### src/rtl/home_security_pkg.sv
// Shared keypad definitions: key codes, keypad FSM states and counter sizing helpers.
package home_security_pkg;

  localparam logic [3:0] KEY_ARM    = 4'hA;
  localparam logic [3:0] KEY_DISARM = 4'hB;
  localparam logic [3:0] KEY_CLEAR  = 4'hC;

  typedef enum logic [1:0] {
    IDLE    = 2'd0,
    ENTRY   = 2'd1,
    CHECK   = 2'd2,
    LOCKOUT = 2'd3
  } kp_state_e;

  // Bits needed for a down-counter that is loaded with n-1.
  function automatic int cnt_width(input int n);
    return (n <= 2) ? 1 : $clog2(n);
  endfunction

  function automatic logic is_digit(input logic [3:0] k);
    return (k <= 4'd9);
  endfunction

endpackage

### src/rtl/keypad_pin_buffer.sv
// Digit entry buffer: newest digit in the LSB nibble, saturating count, PIN compare.
module keypad_pin_buffer
  import home_security_pkg::*;
#(
  parameter int          PIN_DIGITS = 4,
  parameter logic [31:0] PIN        = 32'h0000_1234
) (
  input  logic       clk,
  input  logic       rst_n,
  input  logic [3:0] digit_i,
  input  logic       digit_valid_i,
  input  logic       clear_i,
  output logic       match_o,
  output logic [3:0] digit_cnt_o
);

  localparam int         W    = PIN_DIGITS * 4;
  localparam logic [3:0] FULL = 4'(PIN_DIGITS);

  logic [W-1:0] buf_q, buf_d;
  logic [3:0]   cnt_q, cnt_d;

  // Shift in digits until full; one extra digit marks overflow and freezes the buffer.
  always_comb begin
    buf_d = buf_q;
    cnt_d = cnt_q;
    if (clear_i) begin
      buf_d = {W{1'b0}};
      cnt_d = 4'd0;
    end else if (digit_valid_i) begin
      if (cnt_q < FULL) begin
        buf_d = W'({buf_q, digit_i});
        cnt_d = cnt_q + 4'd1;
      end else begin
        cnt_d = FULL + 4'd1;
      end
    end else begin
      cnt_d = cnt_q;
    end
  end

  // Buffer and count registers.
  always_ff @(posedge clk or negedge rst_n) begin
    if (!rst_n) begin
      buf_q <= {W{1'b0}};
      cnt_q <= 4'd0;
    end else begin
      buf_q <= buf_d;
      cnt_q <= cnt_d;
    end
  end

  assign match_o     = (cnt_q == FULL) && (buf_q == PIN[W-1:0]);
  assign digit_cnt_o = cnt_q;

endmodule

### src/rtl/security_keypad_ctrl.sv
// PIN-entry keypad controller issuing arm/disarm pulses with failure lockout.
// Optional inter-key entry timeout is enabled by defining KEYPAD_TIMEOUT_EN.
module security_keypad_ctrl
  import home_security_pkg::*;
#(
  parameter int          PIN_DIGITS     = 4,
  parameter logic [31:0] PIN            = 32'h0000_1234,
  parameter int          MAX_TRIES      = 3,
  parameter int          LOCKOUT_CYCLES = 1000,
  parameter int          TIMEOUT_CYCLES = 500
) (
  input  logic       clk,
  input  logic       reset,
  input  logic       key_valid,
  input  logic [3:0] key_code,
  output logic       arm,
  output logic       disarm,
  output logic       armed,
  output logic       err,
  output logic       lockout,
  output logic [3:0] digit_cnt
);

  if (PIN_DIGITS < 1 || PIN_DIGITS > 8) begin : g_bad_pin_digits
    $error("PIN_DIGITS must be 1..8");
  end
  if (MAX_TRIES < 1 || MAX_TRIES > 15) begin : g_bad_max_tries
    $error("MAX_TRIES must be 1..15");
  end
  if (LOCKOUT_CYCLES < 1 || TIMEOUT_CYCLES < 1) begin : g_bad_cycles
    $error("LOCKOUT_CYCLES and TIMEOUT_CYCLES must be >= 1");
  end

  localparam int          LW          = cnt_width(LOCKOUT_CYCLES);
  localparam logic [LW-1:0] LOCK_RELOAD = LW'(LOCKOUT_CYCLES - 1);
  localparam logic [3:0]  MAX_FAILS   = 4'(MAX_TRIES);

  kp_state_e     state_q, state_d;
  logic          cmd_arm_q, cmd_arm_d;
  logic [3:0]    fail_q, fail_d;
  logic [LW-1:0] lock_cnt_q, lock_cnt_d;
  logic          arm_q, arm_d, disarm_q, disarm_d, err_q, err_d;
  logic          armed_q, armed_d, lockout_q, lockout_d;
  logic          key_dig_s, key_cmd_s, key_clr_s;
  logic          buf_push_s, buf_clear_s, match_s;

`ifdef KEYPAD_TIMEOUT_EN
  localparam int            TW        = cnt_width(TIMEOUT_CYCLES);
  localparam logic [TW-1:0] TO_RELOAD = TW'(TIMEOUT_CYCLES - 1);
  logic [TW-1:0] to_cnt_q, to_cnt_d;
`endif

  assign key_dig_s = key_valid && is_digit(key_code);
  assign key_cmd_s = key_valid && ((key_code == KEY_ARM) || (key_code == KEY_DISARM));
  assign key_clr_s = key_valid && (key_code == KEY_CLEAR);

  keypad_pin_buffer #(
    .PIN_DIGITS (PIN_DIGITS),
    .PIN        (PIN)
  ) u_pin_buffer (
    .clk           (clk),
    .rst_n         (reset),
    .digit_i       (key_code),
    .digit_valid_i (buf_push_s),
    .clear_i       (buf_clear_s),
    .match_o       (match_s),
    .digit_cnt_o   (digit_cnt)
  );

  // Next-state, command evaluation and lockout/timeout counting.
  always_comb begin
    state_d     = state_q;
    cmd_arm_d   = cmd_arm_q;
    fail_d      = fail_q;
    lock_cnt_d  = lock_cnt_q;
    armed_d     = armed_q;
    lockout_d   = lockout_q;
    arm_d       = 1'b0;
    disarm_d    = 1'b0;
    err_d       = 1'b0;
    buf_push_s  = 1'b0;
    buf_clear_s = 1'b0;
`ifdef KEYPAD_TIMEOUT_EN
    to_cnt_d    = to_cnt_q;
`endif
    case (state_q)
      IDLE, ENTRY: begin
        if (key_clr_s) begin
          buf_clear_s = 1'b1;
          state_d     = IDLE;
        end else if (key_cmd_s) begin
          cmd_arm_d = (key_code == KEY_ARM);
          state_d   = CHECK;
        end else if (key_dig_s) begin
          buf_push_s = 1'b1;
          state_d    = ENTRY;
`ifdef KEYPAD_TIMEOUT_EN
          to_cnt_d   = TO_RELOAD;
`endif
        end
`ifdef KEYPAD_TIMEOUT_EN
        // A key on the expiry cycle wins over the timeout.
        else if (state_q == ENTRY) begin
          if (to_cnt_q == {TW{1'b0}}) begin
            buf_clear_s = 1'b1;
            state_d     = IDLE;
          end else begin
            to_cnt_d = to_cnt_q - TW'(1);
          end
        end
`endif
        else begin
          state_d = state_q;
        end
      end
      CHECK: begin
        buf_clear_s = 1'b1;
        state_d     = IDLE;
        if (match_s) begin
          fail_d = 4'd0;
          if (cmd_arm_q) begin
            if (!armed_q) begin
              arm_d   = 1'b1;
              armed_d = 1'b1;
            end else begin
              err_d = 1'b1;
            end
          end else begin
            if (armed_q) begin
              disarm_d = 1'b1;
              armed_d  = 1'b0;
            end else begin
              err_d = 1'b1;
            end
          end
        end else begin
          err_d  = 1'b1;
          fail_d = fail_q + 4'd1;
          if ((fail_q + 4'd1) >= MAX_FAILS) begin
            state_d    = LOCKOUT;
            lockout_d  = 1'b1;
            lock_cnt_d = LOCK_RELOAD;
          end else begin
            state_d = IDLE;
          end
        end
      end
      LOCKOUT: begin
        if (lock_cnt_q == {LW{1'b0}}) begin
          state_d   = IDLE;
          lockout_d = 1'b0;
          fail_d    = 4'd0;
        end else begin
          lock_cnt_d = lock_cnt_q - LW'(1);
        end
      end
      default: begin
        state_d     = IDLE;
        buf_clear_s = 1'b1;
      end
    endcase
  end

  // State and registered outputs.
  always_ff @(posedge clk or negedge reset) begin
    if (!reset) begin
      state_q    <= IDLE;
      cmd_arm_q  <= 1'b0;
      fail_q     <= 4'd0;
      lock_cnt_q <= {LW{1'b0}};
      arm_q      <= 1'b0;
      disarm_q   <= 1'b0;
      err_q      <= 1'b0;
      armed_q    <= 1'b0;
      lockout_q  <= 1'b0;
    end else begin
      state_q    <= state_d;
      cmd_arm_q  <= cmd_arm_d;
      fail_q     <= fail_d;
      lock_cnt_q <= lock_cnt_d;
      arm_q      <= arm_d;
      disarm_q   <= disarm_d;
      err_q      <= err_d;
      armed_q    <= armed_d;
      lockout_q  <= lockout_d;
    end
  end

`ifdef KEYPAD_TIMEOUT_EN
  // Inter-key idle counter.
  always_ff @(posedge clk or negedge reset) begin
    if (!reset) begin
      to_cnt_q <= {TW{1'b0}};
    end else begin
      to_cnt_q <= to_cnt_d;
    end
  end
`endif

  assign arm     = arm_q;
  assign disarm  = disarm_q;
  assign err     = err_q;
  assign armed   = armed_q;
  assign lockout = lockout_q;

endmodule
### config.mk
export PLATFORM = sky130hd
export DESIGN_NAME = security_keypad_ctrl
export DESIGN_NICKNAME = d
export VERILOG_FILES = /design/src/rtl/home_security_pkg.sv /design/src/rtl/keypad_pin_buffer.sv /design/src/rtl/security_keypad_ctrl.sv
export SDC_FILE = /design/constraint.sdc
export NUM_CORES = 1
export LEC_CHECK = 0
export BUFFER_PORTS_ARGS = -buffer_cell sky130_fd_sc_hd__clkbuf_2
export CORE_MARGIN = 1.5
export CORE_UTILIZATION = 25
export DETAILED_ROUTE_END_ITERATION = 10
export PLACE_DENSITY = 0.46
export SETUP_SLACK_MARGIN = 0.1
export SLEW_MARGIN = 10
export SYNTH_ARGS = -nofsm -noshare
export SYNTH_HDL_FRONTEND = slang
export SYNTH_SLANG_ARGS = --single-unit
export TNS_END_PERCENT = 50
### constraint.sdc
create_clock -name clk -period 3.9 [get_ports clk]
set_clock_uncertainty 0.1 [all_clocks]
set_input_delay 0 -clock clk [delete_from_list [all_inputs] [get_ports clk]]
set_output_delay 0 -clock clk [all_outputs]
set_load 0.05 [all_outputs]
==> reports/results.txt, run 1 <==
wire length on met3: 118 µm
Sw Pwr: 0.734 mW
Gate power share: 0.367
worst-margin pin slew: 1030 ps
n_diodes: 0
most common cell after layout, fill and taps aside: dfrtp_1
Post-synth EDFFs: 0
met2 routed WL: 2200 µm
DR top layer: met4
PwrDens: 707 nW/µm²
Synth Register Bits: 42
largest net degree at the start of global routing: 33
Vias: 1633
global route overflow: 0
Met1 Wirelength: 2630 µm
hold buffer count at CTS: 5
Routed wire per std cell: 14.7 µm
Vias/cell: 4.80
RSZ-0062 raised after global routing: false
Cells after Synth: 213
Detail Placement HPWL: 3540 µm
Pwr Total: 1.78 mW
Max Cap Viol: 0
Global Route Usage Sum: 0.120
die width: 96.3 µm
Final Max Tran Viols: 0
Worst Hold Class: in2async
pre-CTS setup slack: 1540 ps
row count: 33
Max Freq: 429 MHz
post-synthesis cell type count: 52
CP Capture Type: flop
most frequent cells in the layout: dfrtp_1 (42), nand2_1 (27), clkbuf_2 (15)
initial drt markers: 72
Slew Limit Headroom: 0.312
Crit Path Max Fanout: 13
share of post-route cells with drive strength above 1: 0.145
Mapped Area: 2180 µm²
Sequential Power Share: 0.433
fraction of power consumed by the clock network: 0.199
antenna violations before repair: 0
CTS Buf Count: 5
Multi-input gate area: 1060 µm²
Max VDD drop: 0.000158 V
warnings from Yosys: 0
CTS tree: done
clock-pin transition on the worst setup and hold timing paths: 80 ps
die area: 9280 µm²
kind of critical path: reg2reg
final WL: 5000 µm
deepest clock path buffer count: 2
first-pass GRT wire length: 8360 µm
antenna viol nets, final: 0
final hold violations: 0
H-tree Lvls: 2
startpoint types: flop
Final Critical Period: 2330 ps
Core Region: 8340 µm²
Net Count, Synth: 228
# fillers: 880
Skew-Pair Late Insertion Delay: 290 ps
input/output buffers: 15
Resized cells post-CTS: 0
sequential area share after synthesis: 0.483
Critical Path RT: 3930 ps
vias in the first global route: 1597
final setup fails: 0
flip-flop and latch area: 1050 µm²
die span in y: 96.3 µm
Starting Density: 0.261
leakage: 1.07 nW
Synth Flop Type: dfrtp_1
sw frac: 0.413
cell-internal power: 1.04 mW
Setup TNS: 0 ps
CTS Sinks: 42
IO Pins: 16
GPL Wtd Cong: 0.754
outcome: finished clean
Arr. time, crit path: 2360 ps
Final #Nets: 250
post-synthesis async set-or-reset flop share: 1.00
Mapped Avg Cell Area: 10.2 µm²
root buffer cell: clkbuf_8
Final Worst Setup Slack: 1570 ps
DRC: 0
First-pass DRT Iterations: 4
P&R area growth vs syn: 15.4%
WHS: 30.2 ps
fin crit share: 0.598
Post-CTS Setup Repair Bufs: 0
layer usage:
layer,vias up,global-route usage
met2,15,0.178
met4,0,0.0362
met5,-,0
met1,802,0.174
li1,811,-
met3,5,0.0237
cells by family (layout without fill, tap and decap cells):
logic type / after synthesis / in the layout / synth area share
AND/OR/NAND/NOR: 86 / 86 / 0.217
XOR/XNOR: 3 / 3 / 0.0121
multiplexers: 13 / 13 / 0.0598
adder cells (fa/ha/maj): 8 / 8 / 0.0460
flip-flops: 42 / 42 / 0.483
buffers and inverters: 13 / 35 / 0.0310
AO/OA/AOI/OAI: 48 / 48 / 0.151
critical path, stage by stage (launching register included):
cell and delay [ps]:
dfrtp_1 410, inv_1 80, ha_1 140, nor4bb_1 200, nand2_1 170, o21ai_1 820, o221ai_1 250
cells in the mapped netlist (all sizes together) (3+ instances only):
library cell / number / area share
nor2: 15 / 0.027
nor3: 6 / 0.016
inv: 7 / 0.012
nand2b: 3 / 0.0086
buf: 6 / 0.019
nand3: 6 / 0.014
o211ai: 5 / 0.017
nor4b: 3 / 0.015
dfrtp: 42 / 0.48
o31ai: 5 / 0.026
or3: 4 / 0.011
nand2: 27 / 0.047
mux2i: 13 / 0.060
ha: 8 / 0.046
and2: 4 / 0.011
o21ai: 22 / 0.052
a21oi: 4 / 0.0092
layout make-up:
type / count / share of cell area
timing repair buffer: 21 / 0.0528
tap: 105 / 0.0523
multi-input combinational: 158 / 0.421
inverter: 7 / 0.0105
clock buffer: 6 / 0.0329
clock inverter: 1 / 0.0120
sequential: 42 / 0.418
power groups by stage:
stage / clock network (mW) / registers [mW] / logic, mW
floorplan: 0 / 0.794 / 0.447
global placement: 0 / 0.779 / 0.643
detailed placement: 0 / 0.779 / 0.653
CTS: 0.366 / 0.771 / 0.658
global route: 0.384 / 0.798 / 0.735
finish: 0.354 / 0.770 / 0.653
state kept, by name, summed over array words and instances (netlist names):
signal / count
u_pin_buffer.buf_q: 16
lock_cnt_q: 10
fail_q: 4
u_pin_buffer.digit_cnt_o: 4
state_q: 2
arm: 1
armed: 1
cmd_arm_q: 1
disarm: 1
err: 1
lockout: 1
stage by stage:
step                cell area, µm²  instances   util
floorplan                     2180        213      -
global placement              2350        328  0.282
detailed placement            2350        328  0.282
CTS                           2510        340  0.301
global route                  2510        340  0.301
finish                        2510        340  0.301
final timing paths:
check / depth (start not counted) / from / end / slack [ps]
worst max-delay path: 6 / u_pin_buffer.digit_cnt_o[0]$_DFFE_PN0P_ / lock_cnt_q[2]$_DFFE_PN0P_ / 1570
worst min-delay path: 2 / reset / fail_q[3]$_DFFE_PN0P_ / 30
worst max register to register: 6 / u_pin_buffer.digit_cnt_o[0]$_DFFE_PN0P_ / lock_cnt_q[2]$_DFFE_PN0P_ / 1570
worst min register to register: 1 / u_pin_buffer.digit_cnt_o[0]$_DFFE_PN0P_ / u_pin_buffer.digit_cnt_o[0]$_DFFE_PN0P_ / 410
max in group asynchronous: 3 / reset / u_pin_buffer.digit_cnt_o[0]$_DFFE_PN0P_ / 2940
min in group clk: 3 / key_valid / u_pin_buffer.digit_cnt_o[2]$_DFFE_PN0P_ / 40
(Power assumes the default switching activity.)
==> run 2: changes to the inputs <==
--- a/config.mk
+++ b/config.mk
@@ -9,7 +9,7 @@
 export CORE_MARGIN = 1.5
 export CORE_UTILIZATION = 25
 export DETAILED_ROUTE_END_ITERATION = 10
-export PLACE_DENSITY = 0.46
+export PLACE_DENSITY = 0.47
 export SETUP_SLACK_MARGIN = 0.1
 export SLEW_MARGIN = 10
 export SYNTH_ARGS = -nofsm -noshare
==> constraint.sdc (replaced) <==
create_clock -name clk -period 2.1 [get_ports clk]
set_clock_uncertainty 0.1 [all_clocks]
set_input_delay 0 -clock clk [delete_from_list [all_inputs] [get_ports clk]]
set_output_delay 0 -clock clk [all_outputs]
set_load 0.05 [all_outputs]
==> run 2 against run 1 <==
Against the previous run: critical path depth rose by 1; sequential power rose by 86%; worst setup slack got worse by 1300 ps; utilization rose by 1.1 points; global-route usage fell by 0.27 points; final cell count rose by 1.8%; non-clock buffer count rose by 5; count of clock-buffer cells in the layout fell by 1; die area did not move; via count rose by 0.61%; register-to-register slack got worse by 1300 ps; largest power group unchanged.
==> reports/results.txt, run 2 (synthesis gave the netlist of run 1 again) <==
outcome: finished clean (unchanged)
Vias/cell: 4.75 (was 4.80)
GPL Wtd Cong: 0.729 (was 0.754)
worst r2r dst: lock_cnt_q[2]$_DFFE_PN0P_ (unchanged)
Arr. time, crit path: 1920 ps (was 2360 ps)
final hold violations: 0 (unchanged)
clock-pin transition on the worst setup and hold timing paths: 90 ps (was 80 ps)
Max Cap Viol: 0 (unchanged)
CTS Sinks: 42 (unchanged)
worst-margin pin slew: 675 ps (was 1030 ps)
Core Region: 8340 µm² (unchanged)
Final Max Tran Viols: 0 (unchanged)
pre-CTS setup slack: 217 ps (was 1540 ps)
die width: 96.3 µm (unchanged)
Sw Pwr: 1.39 mW (was 0.734 mW)
cell-internal power: 2.06 mW (was 1.04 mW)
row count: 33 (unchanged)
Placed Cells incl. Taps: 333 (was 328)
RSZ-0062 raised after global routing: true (was false)
First-pass DRT Iterations: 4 (unchanged)
Critical Path RT: 2160 ps (was 3930 ps)
Crit Path Max Fanout: 13 (unchanged)
Detail Placement HPWL: 3520 µm (was 3540 µm)
vias in the first global route: 1617 (was 1597)
Critical Path End: lock_cnt_q[2]$_DFFE_PN0P_ (unchanged)
final instance area: 2600 µm² (was 2510 µm²)
startpoint types: flop (unchanged)
CTS tree: done (unchanged)
Pwr Total: 3.45 mW (was 1.78 mW)
worst r2r src: u_pin_buffer.digit_cnt_o[0]$_DFFE_PN0P_ (unchanged)
Global Route Usage Sum: 0.117 (was 0.120)
Reg2Reg Depth: 7 (was 6)
placed cell area: 2400 µm² (was 2350 µm²)
input/output buffers: 15 (unchanged)
initial drt markers: 40 (was 72)
WHS: 32.1 ps (was 30.2 ps)
antenna viol nets, final: 0 (unchanged)
Final #Nets: 255 (was 250)
Largest regs: u_pin_buffer.buf_q (16), lock_cnt_q (10) (unchanged)
root buffer cell: clkbuf_8 (unchanged)
Post-Route Utilization: 0.312 (was 0.301)
Sequential Power Share: 0.414 (was 0.433)
final setup fails: 0 (unchanged)
Vias: 1643 (was 1633)
Slew Limit Headroom: 0.550 (was 0.312)
fraction of power consumed by the clock network: 0.225 (was 0.199)
kind of critical path: reg2reg (unchanged)
Final Critical Period: 1860 ps (was 2330 ps)
filler-free cell count of the finished design: 346 (was 340)
Post-CTS Setup Repair Bufs: 0 (unchanged)
first-pass GRT wire length: 8280 µm (was 8360 µm)
Max VDD drop: 0.000317 V (was 0.000158 V)
die area: 9280 µm² (unchanged)
most frequent cells in the layout: dfrtp_1 (42), nand2_1 (27), clkbuf_2 (15) (unchanged)
antenna violations before repair: 0 (unchanged)
# fillers: 873 (was 880)
Routed wire per std cell: 14.1 µm (was 14.7 µm)
Max Freq: 537 MHz (was 429 MHz)
fin crit share: 0.886 (was 0.598)
sw frac: 0.402 (was 0.413)
DRC: 0 (unchanged)
deepest clock path buffer count: 2 (unchanged)
Worst Hold Class: in2reg (was in2async)
n_diodes: 0 (unchanged)
share of post-route cells with drive strength above 1: 0.170 (was 0.145)
max reg flops: 16 (unchanged)
Skew-Pair Late Insertion Delay: 300 ps (was 290 ps)
WHS Path Cells: 3
Final Worst Setup Slack: 239 ps (was 1570 ps)
die span in y: 96.3 µm (unchanged)
most common cell after layout, fill and taps aside: dfrtp_1 (unchanged)
global route overflow: 0 (unchanged)
Setup TNS: 0 ps (unchanged)
H-tree Lvls: 2 (unchanged)
CP Capture Type: flop (unchanged)
Starting Density: 0.261 (unchanged)
final WL: 4890 µm (was 5000 µm)
IO Pins: 16 (unchanged)
PwrDens: 1330 nW/µm² (was 707 nW/µm²)
CTS Buf Count: 5 (unchanged)
leakage: 1.11 nW (was 1.07 nW)
largest net degree at the start of global routing: 26 (was 33)
Gate power share: 0.362 (was 0.367)
reg2reg setup slack: 240 ps (was 1570 ps)
largest register by flop count: u_pin_buffer.buf_q (unchanged)
P&R area growth vs syn: 19.5% (was 15.4%)
Critical Path Source: u_pin_buffer.digit_cnt_o[0]$_DFFE_PN0P_ (unchanged)
-- run 2: changes by cell type in the layout (fill, tap and decap cells not counted), sizes merged --
cell / before / now
clkbuf: 21 / 20
clkinv: 0 / 1
buf: 1 / 6
bufinv: 1 / 2
-- run 2: timing repair --
action,in CTS,in global routing
gates resized for setup,0,2
setup endpoints to repair,0,7
endpoints found under the hold margin,28,0
hold buffers,5,0
-- run 2: cell type report --
type / instances / area [µm²] / area share
flip-flops and latches: 42 / 1050 / 0.404
well taps: 105 / 131 / 0.0505
clock buffers: 5 / 68.8 / 0.0265
clock inverters: 3 / 68.8 / 0.0265
inverters: 7 / 26.3 / 0.0101
multi-input cells: 158 / 1070 / 0.412
repair buffers: 26 / 183 / 0.0702
-- run 2: how the worst min path moves through the flow --
stage / startpoint / to
floorplan: reset / arm$_DFF_PN0_
global placement: reset / arm$_DFF_PN0_
detailed placement: reset / disarm$_DFF_PN0_
CTS: key_valid / u_pin_buffer.digit_cnt_o[2]$_DFFE_PN0P_
global route: key_valid / u_pin_buffer.digit_cnt_o[2]$_DFFE_PN0P_
finish: key_valid / u_pin_buffer.digit_cnt_o[2]$_DFFE_PN0P_
-- run 2: worst max-delay path, cell delays in order, from the launching register on --
cell and delay (ps):
dfrtp_1 430, inv_1 80, ha_1 130, nor4bb_1 230, nand2_1 200, o21ai_1 170, buf_4 230, o221ai_1 150
-- run 2: per-layer routing --
layer	wire [µm]	global-route usage	part of all wire
met1	2560	0.166	0.52
met4	68	0.0326	0.014
met3	169	0.0332	0.035
met2	2090	0.173	0.43
met5	0	0	0
-- run 2: power by group through the flow --
stage | Sequential, mW | Combinational, mW | Clock (mW)
after floorplan | 1.47 | 0.830 | 0
after global placement | 1.43 | 1.23 | 0
after detailed placement | 1.43 | 1.24 | 0
after CTS | 1.42 | 1.26 | 0.798
after global routing | 1.48 | 1.42 | 0.836
final | 1.43 | 1.25 | 0.775
